==> src/rtl/mdio_mem_rd_resp.sv <==
// -----------------------------------------------------------------------------
// mdio_mem_rd_resp
//
// Packet-control-domain responder for MDIO capture-memory read requests.
// A synchronized single-cycle read pulse latches an address and a 9-bit slice
// select. One memory word is then read and the selected slice is extracted.
// The slice is returned with a one-cycle valid strobe. After each response the
// block stays busy for GAP idle cycles so the return-path handshake back to the
// register domain can complete before another request is taken.
//
// Parameters
//   ADDR_W  capture-memory address width
//   NSLICE  9-bit slices per memory word (2..128); data width is 9*NSLICE
//   RD_LAT  memory read latency in cycles (1..7)
//   GAP     idle cycles after each response (0..255)
//
// Ports
//   pktctrl_clk     packet-control clock
//   pktctrl_rst     asynchronous active-high reset
//   rd_pulse        single-cycle read request
//   rd_addr         memory address of the request
//   rd_sel          slice select of the request
//   err_clr         clears drop_sticky and sel_err_sticky
//   mem_rd_en       one-cycle memory read strobe
//   mem_rd_addr     memory read address (holds the latched address)
//   mem_rd_data     memory read data, valid RD_LAT cycles after mem_rd_en
//   pkt_data        returned slice, held until the next response
//   pkt_data_vld    one-cycle strobe marking new pkt_data
//   busy            high whenever a request is in progress
//   drop_sticky     a request arrived while busy
//   sel_err_sticky  a request arrived with rd_sel >= NSLICE
// -----------------------------------------------------------------------------
module mdio_mem_rd_resp #(
   parameter int ADDR_W = 15,
   parameter int NSLICE = 96,
   parameter int RD_LAT = 2,
   parameter int GAP    = 8
) (
   input  logic                  pktctrl_clk,
   input  logic                  pktctrl_rst,
   input  logic                  rd_pulse,
   input  logic [ADDR_W-1:0]     rd_addr,
   input  logic [6:0]            rd_sel,
   input  logic                  err_clr,
   output logic                  mem_rd_en,
   output logic [ADDR_W-1:0]     mem_rd_addr,
   input  logic [9*NSLICE-1:0]   mem_rd_data,
   output logic [8:0]            pkt_data,
   output logic                  pkt_data_vld,
   output logic                  busy,
   output logic                  drop_sticky,
   output logic                  sel_err_sticky
);

   localparam logic [2:0] ST_IDLE = 3'd0;
   localparam logic [2:0] ST_RD   = 3'd1;
   localparam logic [2:0] ST_WAIT = 3'd2;
   localparam logic [2:0] ST_RESP = 3'd3;
   localparam logic [2:0] ST_HOLD = 3'd4;

   localparam int         SEL_IW   = $clog2(NSLICE);
   localparam logic [7:0] NSLICE_W = 8'(NSLICE);
   localparam logic [7:0] LAT_LOAD = 8'(RD_LAT - 1);
   localparam logic [7:0] GAP_LOAD = 8'(GAP);

   logic [2:0]        state_q,  state_d;
   logic [ADDR_W-1:0] addr_q,   addr_d;
   logic [6:0]        sel_q,    sel_d;
   logic              sel_ok_q, sel_ok_d;
   logic [7:0]        cnt_q,    cnt_d;
   logic              en_q,     en_d;
   logic [8:0]        data_q,   data_d;
   logic              vld_q,    vld_d;
   logic              busy_q,   busy_d;
   logic              drop_q,   drop_d;
   logic              selerr_q, selerr_d;

   logic              rd_sel_ok;
   logic              drop_set;
   logic              selerr_set;
   logic [8:0]        slice_pick;

   // Split the memory word into its 9-bit slices so the select is a plain mux.
   logic [8:0] slice_w [NSLICE];
   for (genvar gi = 0; gi < NSLICE; gi++) begin : g_slice
      assign slice_w[gi] = mem_rd_data[9*gi +: 9];
   end

   // The in-range flag is latched with the select so the mux never indexes
   // past the last slice; out-of-range selects return zero.
   assign slice_pick = sel_ok_q ? slice_w[sel_q[SEL_IW-1:0]] : 9'h000;
   assign rd_sel_ok  = ({1'b0, rd_sel} < NSLICE_W);

   always_comb begin
      state_d    = state_q;
      addr_d     = addr_q;
      sel_d      = sel_q;
      sel_ok_d   = sel_ok_q;
      cnt_d      = cnt_q;
      en_d       = 1'b0;
      data_d     = data_q;
      vld_d      = 1'b0;
      selerr_set = 1'b0;
      drop_set   = rd_pulse && (state_q != ST_IDLE);

      case (state_q)
         ST_IDLE: begin
            if (rd_pulse) begin
               addr_d     = rd_addr;
               sel_d      = rd_sel;
               sel_ok_d   = rd_sel_ok;
               selerr_set = !rd_sel_ok;
               en_d       = 1'b1;   // strobe is registered, so it is high in RD
               state_d    = ST_RD;
            end
         end
         ST_RD: begin
            cnt_d   = LAT_LOAD;
            state_d = ST_WAIT;
         end
         ST_WAIT: begin
            if (cnt_q == 8'd0) begin
               // Data is valid this cycle; vld is registered so it lands in RESP.
               data_d  = slice_pick;
               vld_d   = 1'b1;
               state_d = ST_RESP;
            end else begin
               cnt_d = cnt_q - 8'd1;
            end
         end
         ST_RESP: begin
            if (GAP == 0) begin
               state_d = ST_IDLE;
            end else begin
               cnt_d   = GAP_LOAD;
               state_d = ST_HOLD;
            end
         end
         ST_HOLD: begin
            // Entered with GAP loaded, so exiting at 1 gives exactly GAP cycles.
            if (cnt_q <= 8'd1) begin
               cnt_d   = 8'd0;
               state_d = ST_IDLE;
            end else begin
               cnt_d = cnt_q - 8'd1;
            end
         end
         default: begin
            state_d = ST_IDLE;
         end
      endcase

      busy_d   = (state_d != ST_IDLE);
      // A set event in the same cycle as err_clr takes priority.
      drop_d   = drop_set   ? 1'b1 : (err_clr ? 1'b0 : drop_q);
      selerr_d = selerr_set ? 1'b1 : (err_clr ? 1'b0 : selerr_q);
   end

   always_ff @(posedge pktctrl_clk or posedge pktctrl_rst) begin
      if (pktctrl_rst) begin
         state_q  <= ST_IDLE;
         addr_q   <= '0;
         sel_q    <= '0;
         sel_ok_q <= 1'b0;
         cnt_q    <= '0;
         en_q     <= 1'b0;
         data_q   <= '0;
         vld_q    <= 1'b0;
         busy_q   <= 1'b0;
         drop_q   <= 1'b0;
         selerr_q <= 1'b0;
      end else begin
         state_q  <= state_d;
         addr_q   <= addr_d;
         sel_q    <= sel_d;
         sel_ok_q <= sel_ok_d;
         cnt_q    <= cnt_d;
         en_q     <= en_d;
         data_q   <= data_d;
         vld_q    <= vld_d;
         busy_q   <= busy_d;
         drop_q   <= drop_d;
         selerr_q <= selerr_d;
      end
   end

   assign mem_rd_en      = en_q;
   assign mem_rd_addr    = addr_q;
   assign pkt_data       = data_q;
   assign pkt_data_vld   = vld_q;
   assign busy           = busy_q;
   assign drop_sticky    = drop_q;
   assign sel_err_sticky = selerr_q;

endmodule
==> config.mk <==
export PLATFORM = sky130hd
export DESIGN_NAME = mdio_mem_rd_resp
export DESIGN_NICKNAME = d
export VERILOG_FILES = /design/src/rtl/mdio_mem_rd_resp.sv
export SDC_FILE = /design/constraint.sdc
export NUM_CORES = 1
export LEC_CHECK = 0
export BUFFER_PORTS_ARGS = -buffer_cell sky130_fd_sc_hd__buf_4
export CORE_AREA = 3 3 356 358
export CTS_CLUSTER_DIAMETER = 60
export CTS_CLUSTER_SIZE = 8
export DETAILED_ROUTE_END_ITERATION = 16
export DIE_AREA = 0 0 359 361
export PLACE_DENSITY_LB_ADDON = 0.1
export SYNTH_ARGS = -nofsm -noshare
export SYNTH_HDL_FRONTEND = slang
export SYNTH_SLANG_ARGS = --single-unit
==> constraint.sdc <==
create_clock -name pktctrl_clk -period 4.96 [get_ports pktctrl_clk]
set_input_delay 0.744 -clock pktctrl_clk [delete_from_list [all_inputs] [get_ports pktctrl_clk]]
set_output_delay 0.744 -clock pktctrl_clk [all_outputs]
set_load 0.03 [all_outputs]
### Yosys cells after proc, flatten, opt, wreduce, memory -nomap -nowiden

Index checks and enable logic that the tools add are counted.

* add/sub/neg operators: 1
* magnitude comparators: 3
* eq/ne operators: 5
* muxes and demuxes: 20
* bitwise operators: 1
* reductions and logical operators: 12

Operators by type and width (count)
* 9-bit binary-select mux with 7-bit select: 1
* 8-bit case mux with 4 select lines: 1
* 9-bit 2-to-1 mux: 3
* 8-bit 2-to-1 mux: 2
* 3-bit case mux with 5 select lines: 1
* 1-bit 2-to-1 mux: 9
* 3-bit 2-to-1 mux: 3
* 8-bit greater-or-equal comparator (second input constant): 1
* 8-bit by 1-bit less-or-equal comparator with 1-bit output (second input constant): 1
* 8-bit logical NOT: 1
* 7-bit NOT with 8-bit output: 1
* 8-bit by 1-bit subtractor with 8-bit output (second input constant): 1
* 7-bit less-than comparator (second input constant): 1
* 3-bit by 2-bit == test with 1-bit output (second input constant): 2
* 2-bit AND reduction: 3
* 3-bit nonzero test: 2
* 2-bit nonzero test: 2
* 4-bit nonzero test: 1
* 3-bit by 1-bit == test with 1-bit output (second input constant): 1
* 3-bit == test (second input constant): 1
* 3-bit logical NOT: 1
* 2-bit != test (second input constant): 1
* 1-bit logical AND: 1
* 1-bit logical NOT: 1

* register bits: 48
* bits of input ports: 890
* word-level logic and storage cells: 53

### Logic depth before layout (Yosys ltp)

Gate-level depths: netlist of the first run.

* depth after elaboration: 5
* depth in mapped cells: 10
* mapped depth without buffers: 8

### Least setup slack after synthesis of the first run

OpenSTA, ideal clock, no wires.

* kind: flip-flop to flip-flop
* start point: reg cnt_q[0]
* end point: reg data_q[6] (netlist: pkt_data[6])
* library setup time: 0.071 ns
* arrival time: 2.112 ns
* path slack: 2.777 ns
* cell stages (with the launch flop): 9
* buffers on the path: 1
* period minus slack after synthesis: 2.183 ns
* cells stage by stage: dfrtp_1 -> inv_1 -> ha_1 -> nor3b_2 -> nand4_2 -> or3_1 -> buf_2 -> or4_1 -> nand4_1

* cells in the longest elaborated chain, start to end: 2

Ends and longest elaborated chain
* start: declaration: RTL line 70 `logic [7:0] cnt_q, cnt_d;`
* start signal: assignment: RTL line 177 `cnt_q <= cnt_d;`
* 8-bit logical NOT: RTL line 122 `if (cnt_q == 8'd0) begin`
* 2-bit AND reduction (no source line)
* end signal: assignment: RTL line 179 `data_q <= data_d;`
* end: declaration: RTL line 72 `logic [8:0] data_q, data_d;`

No other way between the ends.
A chain may end at the register's enable or synchronous reset.

### Worst setup path in the final report of the first run

* start point: reg sel_q[1]
* end point: reg data_q[3] (netlist: pkt_data[3])

* cells in the longest elaborated chain, start to end: 5

Ends and longest elaborated chain
* start: declaration: RTL line 68 `logic [6:0] sel_q, sel_d;`
* start signal: assignment: RTL line 175 `sel_q <= sel_d;`
* 7-bit NOT with 8-bit output (implied by the code): RTL line 91 `assign slice_pick = sel_ok_q ? slice_w[sel_q[SEL_IW-1:0]] : 9'h000;`
* 9-bit binary-select mux with 7-bit select: RTL line 91
* 9-bit 2-to-1 mux (implied by the code) (2 in a row): RTL line 91
* 9-bit 2-to-1 mux: RTL line 91

No other way between the ends. The select of a mux whose other input is x is not followed.

==> flow_metrics.tcl, run 1 <==
set metrics [dict create \
    cts_post_setup_buffers_inserted 0 \
    grt_pass1_vias 13910 \
    initial_core_util_pct 7.83 \
    cap_violations 0 \
    vias_per_cell 3.51 \
    finish.utilization_pct 15.0 \
    cts_resized 0 \
    path_delay_family "simple AND/OR/NAND/NOR gates" \
    synth_cells 926 \
    syn_area_um2 9680 \
    dp_hpwl_um 82800 \
    required_ns 5.24 \
    intPower_mw 3.97 \
    routabilityCongestion 0.829 \
    fin_ws_ns 1.34 \
    numCtsBuffers 5 \
    die-area_um2 130000 \
    pin_count 919 \
    drc 0 \
    dp_slack_ns 1.08 \
    clk_path_buf_depth 2 \
    yosysWarningCount 0 \
    gr-total-overflow 0 \
    clk_pin_slew_ns 0.09 \
    p_per_area_nw_per_um2 472 \
    path_cells "buf_12 -> buf_4 -> mux2i_1 -> a22o_1 -> a221oi_1 -> o22ai_1 -> nor4_2 -> or3_1" \
    ys_seq_area_share_pct 12.4 \
    rows 129 \
    drt-pass1-iter-count 5 \
    use_met3_pct 2.83 \
    p_comb_share_pct 81.6 \
    hp-class "reg2reg" \
    grt_pass1_wl_um 124000 \
    synthesis.nets 1818 \
    area_delta_synth_final_pct 91.4 \
    whs_ns 0.516 \
    grtUsageTotal_pct 14.0 \
    crit_fanout 29 \
    p_sw_share_pct 54.7 \
    setup_viol 0 \
    rsz0062_at_grt "false" \
    synth.distinct_cells 49 \
    cp_slowest_cell "dfrtp_4" \
    clockRootBuffer "clkbuf_16" \
    core_um2 124000 \
    cts_tree "built" \
    synth-edff-count 0 \
    hold_viol 0 \
    drt_iter0_markers 420 \
    wirelength_um 95400 \
    worst_pin_slew_ns 0.981 \
    setup-tns-final_ns 0 \
    cts_max_level 2 \
    critPathLaunchType "flop" \
    grt-busiest-layer "met2" \
    port_buffers 918 \
    arrival_ns 3.90 \
    skew_ns 0.0127 \
    p_sw_mw 4.79 \
    wl_per_cell_um 27.8 \
    ys_ff_latch 48 \
    use_met1_pct 15.5 \
    die_w_um 359 \
    p_leak_nw 8.36 \
    postCtsHoldBufs 0 \
    grt_start_max_net_pins 55 \
    irDropWorstVdd_mv 0.230 \
    slew_viol_final 0 \
    pwr-share-clk_pct 6.1 \
    grtUsageMet2_pct 27.7 \
    period_share_pct 72.9 \
    fmax_ghz 0.277 \
    drtAntennaViolNets 0 \
    crit_buf_inv 2 \
    worstSetupPathType "reg2reg" \
    relSlewSlack_pct 34.3 \
    grt_antenna_before_repair 18 \
    drive_gt1_share_pct 63.8 \
    clkLatencyLatePin_ns 0.34 \
    num-nets-final 2682 \
    fin_crit_ns 3.62 \
    async_reset_ff_share_pct 100 \
    cp-end-kind "flop" \
    power_frac_seq_pct 12.3 \
    cts_sinks 48 \
    slowest_delay_ns 0.88 \
    synth_ff_type "dfrtp_1" \
    die_h_um 361 \
    synth.avg_cell_area_um2 10.5 \
    vias 12064 \
    outcome "finished clean" \
]
area by class of cell:
class                   count  area (µm²)
inverters                  10        37.5
flip-flops and latches     48        1210
multi-input cells         764        7740
fillers                 14135      105000
clock buffers               5         125
repair buffers            961        7290
diodes                      6        15.0
clock inverters             3        68.8
well taps                1637        2050
Yosys cell counts, drive strengths merged, types with 23 or more instances:
cell type    n  area (µm²)
a22o        36         315
buf         74         634
mux4        90        2040
nor2b       27         169
a211oi      25         188
a22oi       36         270
a221oi      36         415
clkbuf      30         113
mux2i      245        2450
nand2       39         146
nor2        23        88.8
o22ai       28         175
dfrtp       48        1200
mux2        50         563
worst min-delay path, stage by stage, from the launching register on:
cell     delay [ns]
dfrtp_1        0.37
nand2_1        0.06
o31ai_1        0.06
logic make-up after synthesis:
family	Yosys count	share of synthesized area, %
muxes	385	52.2
xor gates and xnor gates	2	0.181
adders and majority gates	2	0.258
DFF	48	12.4
and+or+nand+nor	141	7.96
AOI/OAI and AO/OA	234	18.9
buffers and inverters	114	8.10
power groups by stage:
| stage | combinational [mW] | clock [mW] | sequential, mW |
|---|---|---|---|
| 6_report | 7.14 | 0.530 | 1.08 |
| 5_1_grt | 7.78 | 0.587 | 1.14 |
| 4_1_cts | 7.54 | 0.577 | 1.13 |
| 3_5_place_dp | 7.52 | 0 | 1.14 |
| 3_3_place_gp | 7.48 | 0 | 1.13 |
| 2_1_floorplan | 4.55 | 0 | 0.885 |
state kept, by name, indices dropped and copies added (netlist names):
signal and count:
state_q 3, busy 1, sel_err_sticky 1, mem_rd_en 1
mem_rd_addr 15, sel_q 7, pkt_data_vld 1, drop_sticky 1
pkt_data 9, sel_ok_q 1, cnt_q 8
per-stage QoR:
| stage | instance area (µm²) | power (mW) | instances |
|---|---|---|---|
| after floorplan | 9680 | 5.43 | 926 |
| after global placement | 18300 | 8.61 | 3420 |
| after CTS | 18500 | 9.24 | 3428 |
| after global routing | 18500 | 9.51 | 3432 |
| after detailed placement | 18300 | 8.66 | 3420 |
| final | 18500 | 8.76 | 3434 |
cells in the final DEF (no fill, tap or decap), types with 3 or more instances in the layout:
cell,synthesis,routed
nor3b_2,3,3
diode_2,0,6
mux4_1,4,4
mux4_2,86,86
nand3_1,4,4
nand2b_1,8,7
nand2_1,39,39
clkbuf_16,0,5
or4_1,8,8
a211oi_1,25,25
nor2b_1,27,24
o31ai_1,13,13
dfrtp_4,0,3
nor4_1,7,5
o2111ai_1,8,8
mux2i_1,245,245
a22oi_1,36,36
mux2_2,50,50
or3_1,5,5
a221oi_2,16,16
a21oi_1,21,21
a22o_1,36,36
or2_2,4,4
o21ai_0,21,21
o22ai_1,28,28
buf_4,13,955
inv_1,10,9
nor2_1,22,21
dfrtp_1,48,45
a2111oi_0,3,3
nor3_1,4,4
buf_12,7,6
a221oi_1,20,20
nand4_1,4,4
worst paths after layout:
check | depth (start not counted) | slack [ns] | from | endpoint
setup reg to reg | 8 | 1.34 | sel_q[1]$_DFFE_PP0P_ | pkt_data[3]$_DFFE_PP0P_
hold reg to reg | 2 | 0.52 | cnt_q[1]$_DFFE_PP0P_ | cnt_q[1]$_DFFE_PP0P_
setup / recovery | 8 | 1.34 | sel_q[1]$_DFFE_PP0P_ | pkt_data[3]$_DFFE_PP0P_
hold / removal | 2 | 0.52 | cnt_q[1]$_DFFE_PP0P_ | cnt_q[1]$_DFFE_PP0P_
min in group asynchronous | 2 | 0.61 | pktctrl_rst | pkt_data[5]$_DFFE_PP0P_
max in group asynchronous | 3 | 3.34 | pktctrl_rst | sel_q[0]$_DFFE_PP0P_
layer usage:
layer | share of wire (%) | vias to the layer above
met3 | 5.1 | 28
met4 | 0.96 | 0
met1 | 38 | 5960
met5 | 0 | -
li1 | - | 5537
met2 | 55 | 539
No activity file was read; power rests on OpenSTA's default activity.
==> run 2, diff against run 1 <==
--- a/config.mk
+++ b/config.mk
@@ -6,11 +6,11 @@
 export NUM_CORES = 1
 export LEC_CHECK = 0
 export BUFFER_PORTS_ARGS = -buffer_cell sky130_fd_sc_hd__buf_4
-export CORE_AREA = 3 3 356 358
+export CORE_AREA = 3 3 353 355
 export CTS_CLUSTER_DIAMETER = 60
 export CTS_CLUSTER_SIZE = 8
 export DETAILED_ROUTE_END_ITERATION = 16
-export DIE_AREA = 0 0 359 361
+export DIE_AREA = 0 0 356 358
 export PLACE_DENSITY_LB_ADDON = 0.1
 export SYNTH_ARGS = -nofsm -noshare
 export SYNTH_HDL_FRONTEND = slang
==> constraint.sdc (replaced) <==
create_clock -name pktctrl_clk -period 3 [get_ports pktctrl_clk]
set_input_delay 0.45 -clock pktctrl_clk [delete_from_list [all_inputs] [get_ports pktctrl_clk]]
set_output_delay 0.45 -clock pktctrl_clk [all_outputs]
set_load 0.03 [all_outputs]
==> run 2 against run 1 <==
- register-to-register slack got worse by 1.2 ns
- largest power group unchanged
- highest routed layer is now met5
- wire length is 1.0% lower
- critical path depth is the same
- worst setup slack got worse by 1.2 ns
- sequential cell count stayed put
- cell area rose by 4.9%
- first-iteration DRC count decreased by 8.1%
- count of clock-buffer cells in the layout increased by 1
- power grew 77%
- via count is 1.3% higher
==> flow_metrics.tcl, run 2 (synthesis results as in run 1) <==
set metrics [dict create \
    outcome "finished clean" \
    grtUsageTotal_pct 13.9 \
    vias 12226 \
    pwr-share-clk_pct 5.0 \
    cts_tree "built" \
    dp_slack_ns -0.526 \
    fin_crit_ns 2.88 \
    grt_start_max_net_pins 52 \
    drc 0 \
    port_buffers 918 \
    initial_core_util_pct 7.96 \
    p_sw_mw 8.11 \
    grt_pass1_wl_um 121000 \
    core_um2 122000 \
    postCtsHoldBufs 0 \
    rsz0062_at_grt "false" \
    relSlewSlack_pct 47.2 \
    setup_viol 0 \
    wirelength_um 94400 \
    hp-class "in2async" \
    period_share_pct 95.9 \
    drt_iter0_markers 386 \
    cap_violations 0 \
    critPathLaunchType "flop" \
    hold_viol 0 \
    dp_hpwl_um 84200 \
    cp-end-kind "flop" \
    final_common_cell "buf_4" \
    final_cell_mix "buf_4 (1031), mux2i_1 (244), mux4_2 (86)" \
    fmax_ghz 0.348 \
    slew_viol_final 0 \
    cts_max_level 2 \
    p_leak_nw 8.87 \
    grt_pass1_vias 14142 \
    routabilityCongestion 0.890 \
    die_w_um 356 \
    drive_gt1_share_pct 66.2 \
    clkLatencyLatePin_ns 0.33 \
    clockRootBuffer "clkbuf_16" \
    p_sw_share_pct 52.4 \
    clk_pin_slew_ns 0.09 \
    drt-pass1-iter-count 6 \
    intPower_mw 7.37 \
    drtAntennaViolNets 0 \
    area_delta_synth_final_pct 101 \
    worst_pin_slew_ns 0.785 \
    whs_ns 0.143 \
    required_ns 3.28 \
    vias_per_cell 3.48 \
    worstSetupPathType "reg2reg" \
    die-area_um2 127000 \
    num-nets-final 2772 \
    crit_fanout 27 \
    numCtsBuffers 5 \
    pin_count 919 \
    arrival_ns 3.15 \
    cts_sinks 48 \
    skew_ns 0.0155 \
    rows 128 \
    p_per_area_nw_per_um2 796 \
    grt_antenna_before_repair 19 \
    die_h_um 358 \
    largest_reg_flops 15 \
    clk_path_buf_depth 2 \
    fin_ws_ns 0.124 \
    p_comb_share_pct 86.0 \
    wl_per_cell_um 26.9 \
    irDropWorstVdd_mv 0.277 \
    power_frac_seq_pct 9.0 \
    gr-total-overflow 0 \
]
run 2: cell types whose count changed in the layout (fill, tap and decap cells not counted), sizes merged:
cell and delta:
clkbuf +1, bufinv -1, buf +90, inv -1
clkinv +1
run 2: worst max-delay path, cell delays in order, from the launching register on:
cell      delay, ns
dfrtp_4        0.46
buf_12         0.21
buf_4          0.39
mux2i_1        0.18
a22o_1         0.25
a221oi_1       0.31
o22ai_1        0.25
nor4_4         0.48
or3_1          0.17
run 2: path summary, 6_finish.rpt:
check | from | to | slack, ns | cells after the start
worst max-delay path | sel_q[1]$_DFFE_PP0P_ | pkt_data[7]$_DFFE_PP0P_ | 0.12 | 8
worst min-delay path | pktctrl_rst | pkt_data[5]$_DFFE_PP0P_ | 0.14 | 2
worst max register to register | sel_q[1]$_DFFE_PP0P_ | pkt_data[7]$_DFFE_PP0P_ | 0.12 | 8
worst min register to register | mem_rd_addr[13]$_DFFE_PP0P_ | mem_rd_addr[13]$_DFFE_PP0P_ | 0.51 | 1
max in group asynchronous | pktctrl_rst | sel_q[1]$_DFFE_PP0P_ | 2.20 | 3
min in group pktctrl_clk | err_clr | drop_sticky$_DFFE_PP0P_ | 0.31 | 2
run 2: per-stage QoR:
step	total power [mW]	cells	TNS [ns]	util, %	cell area [µm²]
2_1_floorplan	8.98	926	0	-	9680
3_3_place_gp	14.9	3487	-2.43	15.6	19000
3_5_place_dp	15.0	3488	-1.83	15.6	19000
4_1_cts	16.1	3500	-0.0121	15.9	19400
5_1_grt	16.7	3510	0	16.0	19400
6_report	15.5	3512	0	16.0	19400
run 2: area by class of cell:
| cell class | instances | area [µm²] |
|---|---|---|
| inverters | 10 | 37.5 |
| diodes | 6 | 15.0 |
| clock buffers | 6 | 139 |
| clock inverters | 2 | 38.8 |
| fillers | 13912 | 102000 |
| repair buffers | 1051 | 8140 |
| multi-input cells | 764 | 7830 |
| well taps | 1625 | 2030 |
| flip-flops and latches | 48 | 1210 |
run 2: layer usage:
metal | routed length, µm | part of all wire, % | global-route usage [%] | up-vias
met3 | 5630 | 6.0 | 3.00 | 36
met2 | 52300 | 55 | 27.4 | 507
met4 | 1170 | 1.2 | 2.10 | 6
met1 | 35200 | 37 | 15.3 | 5954
li1 | - | - | - | 5723
met5 | 37 | 0.039 | 0 | -
run 2: power groups by stage:
stage / registers (mW) / logic, mW / clock network, mW
after detailed placement: 1.47 / 13.5 / 0
after floorplan: 1.46 / 7.52 / 0
after CTS: 1.46 / 13.8 / 0.854
after global placement: 1.46 / 13.5 / 0
final: 1.39 / 13.3 / 0.781
after global routing: 1.46 / 14.4 / 0.864
run 2: timing repair:
action                     CTS  global route
setup buffers                4             6
resized for setup           13             2
setup endpoints to repair    7             5
